[src/rtl/sym_pkg.sv]
// Shared types, segment-code constants and decode helper for the symbol scorer.
package sym_pkg;

    // Active-low seven-segment codes, bit 7 is the (unlit) decimal point
    localparam logic [7:0] SEG_0     = 8'hC0;
    localparam logic [7:0] SEG_1     = 8'hF9;
    localparam logic [7:0] SEG_2     = 8'hA4;
    localparam logic [7:0] SEG_3     = 8'hB0;
    localparam logic [7:0] SEG_4     = 8'h99;
    localparam logic [7:0] SEG_5     = 8'h92;
    localparam logic [7:0] SEG_6     = 8'h82;
    localparam logic [7:0] SEG_7     = 8'hD8;
    localparam logic [7:0] SEG_8     = 8'h80;
    localparam logic [7:0] SEG_9     = 8'h90;
    localparam logic [7:0] SEG_BLANK = 8'hFF;

    typedef enum logic [1:0] {
        IDLE,
        WAIT_SYM,
        ARMED
    } state_t;

    typedef logic [15:0] bcd4_t;

    // Unknown codes (blank included) map to 4'hF, which doubles as the error marker
    function automatic logic [3:0] seg_to_digit(input logic [7:0] seg);
        logic [3:0] d;
        case (seg)
            SEG_0:   d = 4'd0;
            SEG_1:   d = 4'd1;
            SEG_2:   d = 4'd2;
            SEG_3:   d = 4'd3;
            SEG_4:   d = 4'd4;
            SEG_5:   d = 4'd5;
            SEG_6:   d = 4'd6;
            SEG_7:   d = 4'd7;
            SEG_8:   d = 4'd8;
            SEG_9:   d = 4'd9;
            default: d = 4'hF;
        endcase
        return d;
    endfunction

endpackage

[src/rtl/bcd_sat_counter.sv]
// Four-digit BCD counter with synchronous clear and increment, saturating at 9999.
module bcd_sat_counter
    import sym_pkg::*;
(
    input  logic  Clk100M,
    input  logic  Reset,
    input  logic  clr,
    input  logic  inc,
    output bcd4_t count
);

    bcd4_t count_q;
    bcd4_t count_d;
    logic  carry;

    // Ripple a +1 through the BCD digits; 9999 holds
    always_comb begin
        count_d = count_q;
        carry   = 1'b1;
        if (count_q != 16'h9999) begin
            for (int i = 0; i < 4; i++) begin
                if (carry) begin
                    if (count_q[4*i +: 4] == 4'd9) begin
                        count_d[4*i +: 4] = 4'd0;
                    end else begin
                        count_d[4*i +: 4] = count_q[4*i +: 4] + 4'd1;
                        carry             = 1'b0;
                    end
                end
            end
        end
    end

    // Clear wins over increment
    always_ff @(posedge Clk100M) begin
        if (Reset || clr) begin
            count_q <= '0;
        end else if (inc) begin
            count_q <= count_d;
        end
    end

    assign count = count_q;

endmodule

[src/rtl/sym_scorer.sv]
// Symbol-stream scorer: decodes generated symbols, arms response windows on special
// symbols and scores presses as hits, misses or false presses in saturating BCD.
// Optional feature macro: SYM_SCORER_REACTION_EN (best arm-to-hit reaction time).
module sym_scorer
    import sym_pkg::*;
#(
    parameter int unsigned RESP_WINDOW = 50_000_000
) (
    input  logic        Clk100M,
    input  logic        Reset,
    input  logic        genSym,
    input  logic        generated,
    input  logic        special,
    input  logic [7:0]  generatedSym,
    input  logic        btnPress,
    output logic [15:0] hits,
    output logic [15:0] misses,
    output logic [15:0] falsePresses,
    output logic [3:0]  lastDigit,
    output logic        symErr,
    output logic        pending,
    output logic        hitPulse,
    output logic        missPulse,
    output logic [31:0] bestReaction
);

    localparam logic [31:0] WinLast = 32'(RESP_WINDOW - 1);

    state_t      state_q;
    logic        gensym_q;
    logic [31:0] win_cnt_q;

    logic       rise;
    logic       arm_ev;
    logic       win_end;
    logic       clr_cnt;
    logic       hit_inc;
    logic       miss_inc;
    logic       false_inc;
    logic [3:0] digit;

    // Score events for this cycle; genSym low suppresses everything
    always_comb begin
        rise      = genSym & ~gensym_q;
        arm_ev    = generated & special;
        win_end   = (win_cnt_q == WinLast);
        digit     = seg_to_digit(generatedSym);
        clr_cnt   = rise && (state_q == IDLE);
        false_inc = genSym && (state_q == WAIT_SYM) && btnPress;
        hit_inc   = genSym && (state_q == ARMED) && btnPress;
        miss_inc  = genSym && (state_q == ARMED) && !btnPress && (arm_ev || win_end);
    end

    // Game FSM with registered status outputs
    always_ff @(posedge Clk100M) begin
        if (Reset) begin
            state_q   <= IDLE;
            gensym_q  <= 1'b0;
            win_cnt_q <= '0;
            lastDigit <= 4'hF;
            symErr    <= 1'b0;
            pending   <= 1'b0;
            hitPulse  <= 1'b0;
            missPulse <= 1'b0;
        end else begin
            gensym_q  <= genSym;
            hitPulse  <= hit_inc;
            missPulse <= miss_inc;
            if (!genSym) begin
                // Open window is dropped unscored
                state_q <= IDLE;
                pending <= 1'b0;
            end else begin
                case (state_q)
                    IDLE: begin
                        if (rise) begin
                            state_q <= WAIT_SYM;
                            symErr  <= 1'b0;
                        end
                    end
                    WAIT_SYM: begin
                        if (arm_ev) begin
                            state_q   <= ARMED;
                            win_cnt_q <= '0;
                            pending   <= 1'b1;
                        end
                    end
                    ARMED: begin
                        if (arm_ev) begin
                            // Old window already scored above; restart a fresh one
                            win_cnt_q <= '0;
                        end else if (btnPress || win_end) begin
                            state_q <= WAIT_SYM;
                            pending <= 1'b0;
                        end else begin
                            win_cnt_q <= win_cnt_q + 32'd1;
                        end
                    end
                    default: state_q <= IDLE;
                endcase
            end
            // Decode every symbol; an error recorded here outlives a same-cycle clear
            if (generated) begin
                lastDigit <= digit;
                if (digit == 4'hF) begin
                    symErr <= 1'b1;
                end
            end
        end
    end

`ifdef SYM_SCORER_REACTION_EN
    // Track the fastest arm-to-hit time of the current game
    always_ff @(posedge Clk100M) begin
        if (Reset || clr_cnt) begin
            bestReaction <= 32'hFFFF_FFFF;
        end else if (hit_inc && ((win_cnt_q + 32'd1) < bestReaction)) begin
            bestReaction <= win_cnt_q + 32'd1;
        end
    end
`else
    assign bestReaction = 32'd0;
`endif

    bcd_sat_counter u_hits (
        .Clk100M (Clk100M),
        .Reset   (Reset),
        .clr     (clr_cnt),
        .inc     (hit_inc),
        .count   (hits)
    );

    bcd_sat_counter u_misses (
        .Clk100M (Clk100M),
        .Reset   (Reset),
        .clr     (clr_cnt),
        .inc     (miss_inc),
        .count   (misses)
    );

    bcd_sat_counter u_false (
        .Clk100M (Clk100M),
        .Reset   (Reset),
        .clr     (clr_cnt),
        .inc     (false_inc),
        .count   (falsePresses)
    );

endmodule

[config.mk]
export PLATFORM = sky130hd
export DESIGN_NAME = sym_scorer
export DESIGN_NICKNAME = d
export VERILOG_FILES = /design/src/rtl/sym_pkg.sv /design/src/rtl/bcd_sat_counter.sv /design/src/rtl/sym_scorer.sv
export SDC_FILE = /design/constraint.sdc
export NUM_CORES = 1
export LEC_CHECK = 0
export CORE_ASPECT_RATIO = 0.5
export CORE_MARGIN = 4
export CORE_UTILIZATION = 40
export CTS_BUF_LIST = sky130_fd_sc_hd__clkbuf_8
export DETAILED_ROUTE_END_ITERATION = 12
export SLEW_MARGIN = 20
export SYNTH_ARGS = -nofsm -noshare
export SYNTH_HDL_FRONTEND = slang
export SYNTH_SLANG_ARGS = --single-unit
[constraint.sdc]
create_clock -name Clk100M -period 3.1 [get_ports Clk100M]
set_clock_uncertainty 0.15 [all_clocks]
set_input_delay 0.62 -clock Clk100M [delete_from_list [all_inputs] [get_ports Clk100M]]
set_output_delay 0.62 -clock Clk100M [all_outputs]
set_load 0.1 [all_outputs]
==> results.json <==
{
  "run_status": "finished, final reports clean",
  "setup-violations-final": 0,
  "synthMostInstantiatedCell": "sky130_fd_sc_hd__dfxtp_1",
  "port_buffers": 69,
  "holdCritPathClass": "flop to flop",
  "setup_tns_ns": 0,
  "max_cap_viols": 0,
  "critical_path.max_stage_delay_ns": 0.54,
  "tritoncts.num_buffers": 9,
  "drc": 0,
  "commonest_cells_post_synth": "sky130_fd_sc_hd__dfxtp_1, sky130_fd_sc_hd__nor2_1, sky130_fd_sc_hd__a21oi_1, sky130_fd_sc_hd__nand2_1, sky130_fd_sc_hd__buf_4",
  "dieArea_um2": 15000,
  "finalWeightedCongestion": 0.824,
  "cts_post_setup_buffers_inserted": 0,
  "end_kind": "flop",
  "vdd.ir_drop.worst_mv": 0.176,
  "fmaxAchievable_mhz": 352,
  "clk_pin_slew_worst_paths_ns": 0.09,
  "placeableCoreArea_um2": 12700,
  "initial_standard_cell_utilization_of_the_core": 0.409,
  "timing_hold_violations_final": 0,
  "critical_path_required_ns": 3.25,
  "global_route_wire_length_before_repair_um": 21500,
  "finish.net_count": 744,
  "yosys.area.top_type_share": 0.351,
  "vias_per_cell": 5.41,
  "period_minus_slack_ns": 2.84,
  "seq_area_frac_synth": 0.351,
  "detail_route.wirelength_um": 12800,
  "hold_ws_ns": 0.321,
  "row_count": 29,
  "grt_pass1_vias": 4459,
  "synth_ff_type": "sky130_fd_sc_hd__dfxtp_1",
  "r2r_start": "state_q[0]",
  "final_layout_size_suffix_gt1_frac": 0.156,
  "htreeDepth": 3,
  "synth_seq_cells": 91,
  "place_inst": 884,
  "finalNonFillerCells": 900,
  "yosysUniqueCellTypes": 63,
  "critPathSlowestCell": "sky130_fd_sc_hd__or4_4",
  "critical_path.startpoint": "state_q[0]",
  "routedWlPerCell_um": 14.2,
  "first_iter_violations": 245,
  "slew_violations": 0,
  "total_leakage_power_nw": 2.24,
  "synth_async_sr_flop_share": 0,
  "worst_path_most_repeated_cell": "sky130_fd_sc_hd__or4_1",
  "yosysWarnings": 0,
  "dominant_cell_type_by_area_after_synthesis": "sky130_fd_sc_hd__dfxtp_1",
  "global_route_usage_sum": 0.173,
  "globalRouteOverflowTotal": 0,
  "critPathKind": "flop to flop",
  "layout-area-overhead-vs-synth_pct": 20.2,
  "postLayoutCoreUtil": 0.492,
  "grt_antenna_before_repair": 0,
  "dieHeight_um": 88.6,
  "synthesis.area_per_instance_um2": 8.12,
  "cts_num_sinks": 91,
  "post-route-period-util": 0.915,
  "clock_latency_ns": 0.37,
  "power.density_nw_per_um2": 404,
  "antenna-diode-count": 0,
  "worst_slew_margin_rel": 0.561,
  "cts_tree": "done",
  "post_cts_hold_buffer_count": 0,
  "cts.root.buffer_cell": "sky130_fd_sc_hd__clkbuf_8",
  "cts_max_path_buffers": 2,
  "netlist_top_cells_area": "sky130_fd_sc_hd__dfxtp_1, sky130_fd_sc_hd__buf_4, sky130_fd_sc_hd__a21oi_1",
  "rsz0062_at_grt": "false",
  "dpl.hpwl_um": 9210,
  "post_synth_inst_count": 640,
  "worst_pin_slew_ns": 0.649,
  "drtPass1Iterations": 4,
  "startpoint_type": "flop",
  "ant_nets_after_route": 0,
  "ios": 102,
  "die_w_um": 169,
  "synth-edff-count": 0,
  "maximum_number_of_pins_on_one_net_before_global_route_repair": 43,
  "worst-path-max-fanout": 6,
  "synthesis.area_um2": 5190,
  "crit_path_cell_trace": "inv_1, ha_1, nand2_2, or4_4, buf_4, or4_1, or4_1, a21oi_1",
  "cp.arrival_ns": 2.99,
  "hold_path.startpoint": "symErr",
  "num_vias": 4866,
  "cts.repair.resized": 0
}
-- final timing paths --
path	end	slack (ns)	cells past startpoint
hold reg to reg	symErr	0.32	2
setup / recovery	win_cnt_q[27]	0.26	8
setup reg to reg	win_cnt_q[27]	0.26	8
hold / removal	symErr	0.32	2
-- critical path, delay by kind of cell (launching register included) --
family / cells / cell delay [ns]
adder cells (fa/ha/maj): 1 / 0.30
flip-flops: 1 / 0.40
AND/OR/NAND/NOR: 4 / 1.53
buffers and inverters: 2 / 0.24
AO/OA/AOI/OAI: 1 / 0.15
-- sequential cells by signal (all words and copies together) (netlist names) --
register / cells
hitPulse: 1
gensym_q: 1
win_cnt_q: 32
state_q: 2
symErr: 1
u_false.count: 16
u_misses.count: 16
pending: 1
u_hits.count: 16
missPulse: 1
lastDigit: 4
-- routing by layer --
layer	vias up	routed length, µm	GRT usage
met2	81	5660	0.289
met5	-	0	0
met3	14	608	0.0384
met4	0	122	0.0416
li1	2488	-	-
met1	2283	6410	0.231
-- report_power, final --
group	switching [mW]	total [mW]	internal (mW)
logic	0.277	0.338	0.0608
clock network	0.464	1.01	0.543
registers	0.00417	1.18	1.17
total	0.745	2.52	1.78
-- metrics by stage --
| stage | area (µm²) | power, mW | worst slack [ns] |
|---|---|---|---|
| CTS | 6240 | 2.55 | 0.261 |
| floorplan | 5310 | 1.50 | 0.335 |
| global route | 6240 | 2.62 | 0.105 |
| finish | 6240 | 2.52 | 0.263 |
| global placement | 6000 | 1.54 | -0.102 |
| detailed placement | 6000 | 1.54 | -0.134 |
-- cells by family after synthesis --
group                    Yosys count  synth area share
adder cells (fa/ha/maj)            5            0.0120
buffers and inverters             76            0.0797
AO/OA/AOI/OAI                    129             0.155
XOR/XNOR                          24            0.0405
AND/OR/NAND/NOR                  303             0.341
multiplexers                      11            0.0212
other                              1          0.000722
flip-flops                        91             0.351
-- cell type report --
| type | instances | area [µm²] |
|---|---|---|
| repair buffers | 97 | 798 |
| clock inverters | 7 | 123 |
| well taps | 170 | 213 |
| multi-input cells | 504 | 3080 |
| fillers | 1276 | 6460 |
| flip-flops and latches | 91 | 1820 |
| clock buffers | 9 | 124 |
| inverters | 22 | 82.6 |
-- placed cells by master, fill, tap and decap left out, types with 16 or more instances in the layout --
master,instances
sky130_fd_sc_hd__a21oi_1,48
sky130_fd_sc_hd__buf_4,81
sky130_fd_sc_hd__conb_1,32
sky130_fd_sc_hd__dfxtp_1,91
sky130_fd_sc_hd__inv_1,21
sky130_fd_sc_hd__nand2_1,45
sky130_fd_sc_hd__nand3_1,28
sky130_fd_sc_hd__nand4_1,21
sky130_fd_sc_hd__nor2_1,50
sky130_fd_sc_hd__nor3_1,16
sky130_fd_sc_hd__o21ai_0,21
sky130_fd_sc_hd__o31ai_1,22
sky130_fd_sc_hd__or4_1,26
Note: power is estimated with default switching activity, not from simulation.
